===== config.mk =====
export PLATFORM = sky130hd
export DESIGN_NAME = pulse_train_gen
export DESIGN_NICKNAME = d
export VERILOG_FILES = /design/src/rtl/cmlk_timing_pkg.sv /design/src/rtl/phase_counter.sv /design/src/rtl/pulse_train_gen.sv
export SDC_FILE = /design/constraint.sdc
export NUM_CORES = 1
export LEC_CHECK = 0
export CAP_MARGIN = 5
export CORE_ASPECT_RATIO = 1.1
export CORE_MARGIN = 2
export CORE_UTILIZATION = 60
export CTS_CLUSTER_DIAMETER = 150
export DETAILED_ROUTE_END_ITERATION = 8
export PLACE_DENSITY = 0.83
export SETUP_SLACK_MARGIN = 0.1
export SLEW_MARGIN = 10
export SYNTH_ARGS = -nofsm -noshare
export SYNTH_HDL_FRONTEND = slang
export SYNTH_SLANG_ARGS = --single-unit
export TNS_END_PERCENT = 5

===== constraint.sdc =====
create_clock -name clk -period 12.6 [get_ports clk]
set_clock_uncertainty 0.1 [all_clocks]
set_input_delay 3.78 -clock clk [delete_from_list [all_inputs] [get_ports clk]]
set_output_delay 3.78 -clock clk [all_outputs]
set_load 0.02 [all_outputs]

===== src/rtl/cmlk_timing_pkg.sv =====
// Shared Camera Link timing definitions: default counter widths and the
// generator state encoding used by the timing blocks.
package cmlk_timing_pkg;

    localparam int unsigned DefCntW = 16;
    localparam int unsigned DefNumW = 8;

    typedef enum logic [1:0] {
        StIdle  = 2'd0,
        StDelay = 2'd1,
        StHigh  = 2'd2,
        StLow   = 2'd3
    } timing_state_e;

endpackage


===== src/rtl/phase_counter.sv =====
// Loadable down-counter timing a single waveform phase; zero marks the
// final cycle of the phase that was loaded.
module phase_counter #(
    parameter int unsigned CNT_W = 16
) (
    input  logic             clk,
    input  logic             rst,
    input  logic             load,
    input  logic [CNT_W-1:0] load_val,
    output logic             zero
);

    logic [CNT_W-1:0] cnt_q;

    always_ff @(posedge clk) begin
        if (rst) begin
            cnt_q <= '0;
        end else if (load) begin
            cnt_q <= load_val;
        end else if (cnt_q != '0) begin
            cnt_q <= cnt_q - CNT_W'(1);
        end
    end

    assign zero = (cnt_q == '0);

endmodule


===== src/rtl/pulse_train_gen.sv =====
// Programmable pulse-train generator: trigger, initial delay, then counted
// or continuous high/low pulses with registered level and edge outputs.
module pulse_train_gen
    import cmlk_timing_pkg::*;
#(
    parameter int unsigned CNT_W = DefCntW,
    parameter int unsigned NUM_W = DefNumW
) (
    input  logic             clk,
    input  logic             rst,
    input  logic             trig,
    input  logic             abort,
    input  logic [CNT_W-1:0] cfg_delay,
    input  logic [CNT_W-1:0] cfg_high,
    input  logic [CNT_W-1:0] cfg_period,
    input  logic [NUM_W-1:0] cfg_count,
    output logic             sig_out,
    output logic             rise,
    output logic             fall,
    output logic             busy,
    output logic             done
);

    timing_state_e    state_q, state_d;
    logic [CNT_W-1:0] hi_q, lo_q;
    logic [NUM_W-1:0] count_q, pcnt_q, pcnt_d;
    logic             sig_q, rise_q, fall_q, busy_q, done_q;

    logic [CNT_W-1:0] hi_in, hi_p1, per_in, lo_in;
    logic             accept, done_d, load, zero;
    logic [CNT_W-1:0] load_val;

    // Effective phase lengths derived from the raw configuration inputs.
    always_comb begin
        hi_in  = (cfg_high == '0) ? CNT_W'(1) : cfg_high;
        hi_p1  = (&hi_in) ? hi_in : hi_in + CNT_W'(1);
        per_in = (cfg_period > hi_p1) ? cfg_period : hi_p1;
        lo_in  = per_in - hi_in;
        if (lo_in == '0) begin
            lo_in = CNT_W'(1);
        end
    end

    phase_counter #(
        .CNT_W(CNT_W)
    ) u_phase_counter (
        .clk     (clk),
        .rst     (rst),
        .load    (load),
        .load_val(load_val),
        .zero    (zero)
    );

    always_comb begin
        state_d  = state_q;
        pcnt_d   = pcnt_q;
        accept   = 1'b0;
        done_d   = 1'b0;
        load     = 1'b0;
        load_val = '0;
        unique case (state_q)
            StIdle: begin
                if (trig) begin
                    accept = 1'b1;
                    pcnt_d = '0;
                    load   = 1'b1;
                    if (cfg_delay != '0) begin
                        state_d  = StDelay;
                        load_val = cfg_delay - CNT_W'(1);
                    end else begin
                        state_d  = StHigh;
                        load_val = hi_in - CNT_W'(1);
                    end
                end
            end
            StDelay: begin
                if (zero) begin
                    state_d  = StHigh;
                    load     = 1'b1;
                    load_val = hi_q - CNT_W'(1);
                end
            end
            StHigh: begin
                if (zero) begin
                    state_d  = StLow;
                    load     = 1'b1;
                    load_val = lo_q - CNT_W'(1);
                end
            end
            StLow: begin
                if (zero) begin
                    pcnt_d = pcnt_q + NUM_W'(1);
                    if ((count_q != '0) && (pcnt_d == count_q)) begin
                        state_d = StIdle;
                        done_d  = 1'b1;
                    end else begin
                        state_d  = StHigh;
                        load     = 1'b1;
                        load_val = hi_q - CNT_W'(1);
                    end
                end
            end
        endcase
        // Abort overrides everything, including a same-cycle trigger.
        if (abort) begin
            state_d = StIdle;
            pcnt_d  = pcnt_q;
            accept  = 1'b0;
            done_d  = 1'b0;
            load    = 1'b0;
        end
    end

    always_ff @(posedge clk) begin
        if (rst) begin
            state_q <= StIdle;
            hi_q    <= '0;
            lo_q    <= '0;
            count_q <= '0;
            pcnt_q  <= '0;
            sig_q   <= 1'b0;
            rise_q  <= 1'b0;
            fall_q  <= 1'b0;
            busy_q  <= 1'b0;
            done_q  <= 1'b0;
        end else begin
            state_q <= state_d;
            pcnt_q  <= pcnt_d;
            if (accept) begin
                hi_q    <= hi_in;
                lo_q    <= lo_in;
                count_q <= cfg_count;
            end
            // Outputs follow the next state so they line up with the phase itself.
            sig_q  <= (state_d == StHigh);
            rise_q <= (state_d == StHigh) && (state_q != StHigh);
            fall_q <= sig_q && (state_d != StHigh);
            busy_q <= (state_d != StIdle);
            done_q <= done_d;
        end
    end

    assign sig_out = sig_q;
    assign rise    = rise_q;
    assign fall    = fall_q;
    assign busy    = busy_q;
    assign done    = done_q;

endmodule

==> flow_metrics.env <==
export IMPL_clk_latency_ns=0.36
export IMPL_cts_root_buf="clkbuf_8"
export IMPL_switching_share_pct=40.8
export IMPL_clk_path_buf_depth=2
export IMPL_io_pins=65
export IMPL_dr_pass1_iters=5
export IMPL_grt_pass1_vias=6068
export IMPL_drt_wirelength_per_cell_microns=17.6
export IMPL_synth_edf_count=0
export IMPL_dpl_instance_area_sq_um=6830
export IMPL_synth_async_reset_ratio_pct=0
export IMPL_setup_viol=0
export IMPL_worst_setup_path_end_kind="flip-flop"
export IMPL_ys_seq_area_share_pct=23.0
export IMPL_arrival_ns=10.73
export IMPL_finalMaxSlewViolations=0
export IMPL_ys_warn_count=0
export IMPL_critical_path_class="input port to flip-flop"
export IMPL_p_seq_share_pct=32.1
export IMPL_start_util_pct=62.3
export IMPL_worstMarginPinSlew_ns=0.857
export IMPL_finalInstanceArea_sq_um=7030
export IMPL_slowest_stage="o31a_1"
export IMPL_path_buf_inv=3
export IMPL_slew_headroom_pct=42.9
export IMPL_initialDrtViolationCount=508
export IMPL_final_setup_tns_ns=0
export IMPL_power_switching_uw=369
export IMPL_cts_htree_levels=3
export IMPL_clk_pin_slew_ns=0.07
export IMPL_powerDensity_nw_per_um2=129
export IMPL_synth_seq_cells=71
export IMPL_internal_power_uw=536
export IMPL_post_cts_buffers=0
export IMPL_crit_top_cell="nor2_1"
export IMPL_grt_max_degree=72
export IMPL_seq_area_sq_um=1420
export IMPL_cp_top_family="compound AO/OA/AOI/OAI gates"
export IMPL_hold_violations=0
export IMPL_holdBufCountCts=0
export IMPL_status="finished clean"
export IMPL_syn_inst=865
export IMPL_die_h_microns=110
export IMPL_numCtsBuffers=9
export IMPL_final_net_count=999
export IMPL_n_antenna_cell=0
export IMPL_clkPwrFrac_pct=20.5
export IMPL_ant_nets=0
export IMPL_cap_violations=0
export IMPL_grt_usage_pct=32.7
export IMPL_syn_num_nets=964
export IMPL_worstSetupStartpointType="input port"
export IMPL_cts_num_sinks=71
export IMPL_fillCellCount=867
export IMPL_rsz0062_at_grt="false"
export IMPL_gp_congestion=0.972
export IMPL_fin_crit_sh_pct=83.7
export IMPL_multi_input_area_sq_um=4460
export IMPL_p_leak_nw=2.69
export IMPL_critPathMaxStageDelay_ns=0.74
export IMPL_vias=6416
export IMPL_grt_pass1_wl_mm=29.5
export IMPL_finalCriticalPeriod_ns=10.54
export IMPL_syn2layout_area_growth_pct=13.7
export IMPL_std_cell_rows=38
export IMPL_cts_tree="built"
export IMPL_syn_avg_cell_area_sq_um=7.15
export IMPL_peakVddDrop_mv=0.0826
export IMPL_fp_coreArea_sq_um=9940
export IMPL_via_per_inst=6.26
export IMPL_fmax_mhz=94.9
export IMPL_required_ns=12.79
export IMPL_place_hpwl_mm=14.0
export IMPL_drc=0
export IMPL_synthFlopType="dfxtp_1"
export IMPL_die_area_sq_um=11100
export IMPL_gr_total_overflow=0
export IMPL_syn_cell_area_sq_um=6190
export IMPL_synth_distinct_cells=73
export IMPL_antenna_found_initial=0
export IMPL_wirelength_mm=18.0
export IMPL_layout_drive_gt1_share_pct=4.09
export IMPL_hp_class="flip-flop to flip-flop"
export IMPL_cp_max_fo=25
export IMPL_p_comb_share_pct=47.4
export IMPL_post_cts_resized=0
export IMPL_io_buffers=64
export IMPL_die_width_microns=101
per-stage QoR:
stage	util (%)	power, mW	hold slack, ns	cells	setup slack, ns
after global placement	68.7	0.705	0.354	1009	1.96
after floorplan	-	0.617	0.347	865	3.26
after detailed placement	68.7	0.717	0.362	1009	1.73
after global routing	70.8	0.968	0.378	1025	1.31
after CTS	70.7	0.901	0.371	1025	2.11
final	70.8	0.905	0.370	1025	2.06
sequential cells by signal, summed over array words and instances (netlist names):
| signal | count |
|---|---|
| busy | 1 |
| u_phase_counter.cnt_q | 16 |
| fall | 1 |
| count_q | 8 |
| done | 1 |
| sig_out | 1 |
| pcnt_q | 8 |
| hi_q | 16 |
| lo_q | 16 |
| rise | 1 |
| state_q | 2 |
tightest hold or removal path, stage by stage, from the launching register on:
cell and delay, ns:
dfxtp_1 0.32, nand2_1 0.05, a21oi_1 0.05
area by class of cell:
class / instances / area share, %
Inverter: 38 / 2.03
Timing Repair Buffer: 67 / 9.36
Sequential cell: 71 / 20.2
Clock inverter: 6 / 0.854
Clock buffer: 10 / 1.96
Tap cell: 120 / 2.13
Multi-Input combinational cell: 713 / 63.5
cell usage after synthesis, types with 7 or more instances:
cell / number / area [sq um]
a211oi_1: 15 / 113
nand2_1: 124 / 465
clkbuf_1: 36 / 135
xor2_1: 29 / 254
inv_1: 38 / 143
o22ai_1: 10 / 62.6
nand3_1: 20 / 100
nor2_1: 87 / 327
a21o_1: 7 / 52.6
xnor2_1: 53 / 464
o21ai_0: 42 / 210
a21oi_1: 99 / 495
nor3_1: 32 / 160
ha_1: 38 / 475
and2_1: 7 / 43.8
nand4_1: 13 / 81.3
dfxtp_1: 71 / 1420
nor4_1: 18 / 113
placed cells by master (no fill, tap or decap), drive strengths merged, types with 33 or more instances in the layout:
cell type,synthesis,layout
xnor2,53,53
nand2,124,124
ha,38,38
dfxtp,71,71
nor2,87,87
nor3,33,33
a21oi,100,100
o21ai,43,43
clkdlybuf4s50,0,63
inv,38,38
cells by family (layout without fill, tap and decap cells):
logic type | after synthesis | count (layout) | share of synthesized area (%)
mux | 8 | 8 | 1.40
compound gates | 227 | 227 | 22.9
xor+xnor | 82 | 82 | 11.6
flops | 71 | 71 | 23.0
buf+inv | 81 | 121 | 5.08
fa+ha+maj | 40 | 40 | 8.17
simple gates | 356 | 356 | 27.9
routing by layer:
layer | up-vias | global-route usage [%] | share of wire, %
met4 | 0 | 16.6 | 3.8
met2 | 266 | 56.6 | 51
met1 | 2942 | 39.4 | 40
met5 | - | 0 | 0
met3 | 53 | 3.10 | 5.3
li1 | 3155 | - | -
power groups by stage:
| stage | Combinational [mW] | Clock, mW | Sequential [mW] |
|---|---|---|---|
| 5_1_grt | 0.475 | 0.198 | 0.295 |
| 2_1_floorplan | 0.328 | 0 | 0.288 |
| 3_3_place_gp | 0.412 | 0 | 0.292 |
| 4_1_cts | 0.426 | 0.186 | 0.290 |
| 6_report | 0.429 | 0.186 | 0.290 |
| 3_5_place_dp | 0.422 | 0 | 0.295 |
worst paths after layout:
check             depth (start not counted)                                     end  slack [ns]                                  start
setup / recovery                         27                   lo_q[12]$_SDFFE_PP0P_        2.06                            cfg_high[1]
hold reg to reg                           2                   hi_q[15]$_SDFFE_PP0P_        0.37                  hi_q[15]$_SDFFE_PP0P_
hold / removal                            2                   hi_q[15]$_SDFFE_PP0P_        0.37                  hi_q[15]$_SDFFE_PP0P_
setup reg to reg                         10  u_phase_counter.cnt_q[10]$_SDFFE_PP0P_        8.78  u_phase_counter.cnt_q[6]$_SDFFE_PP0P_
Power figures use the tool's default switching activity.
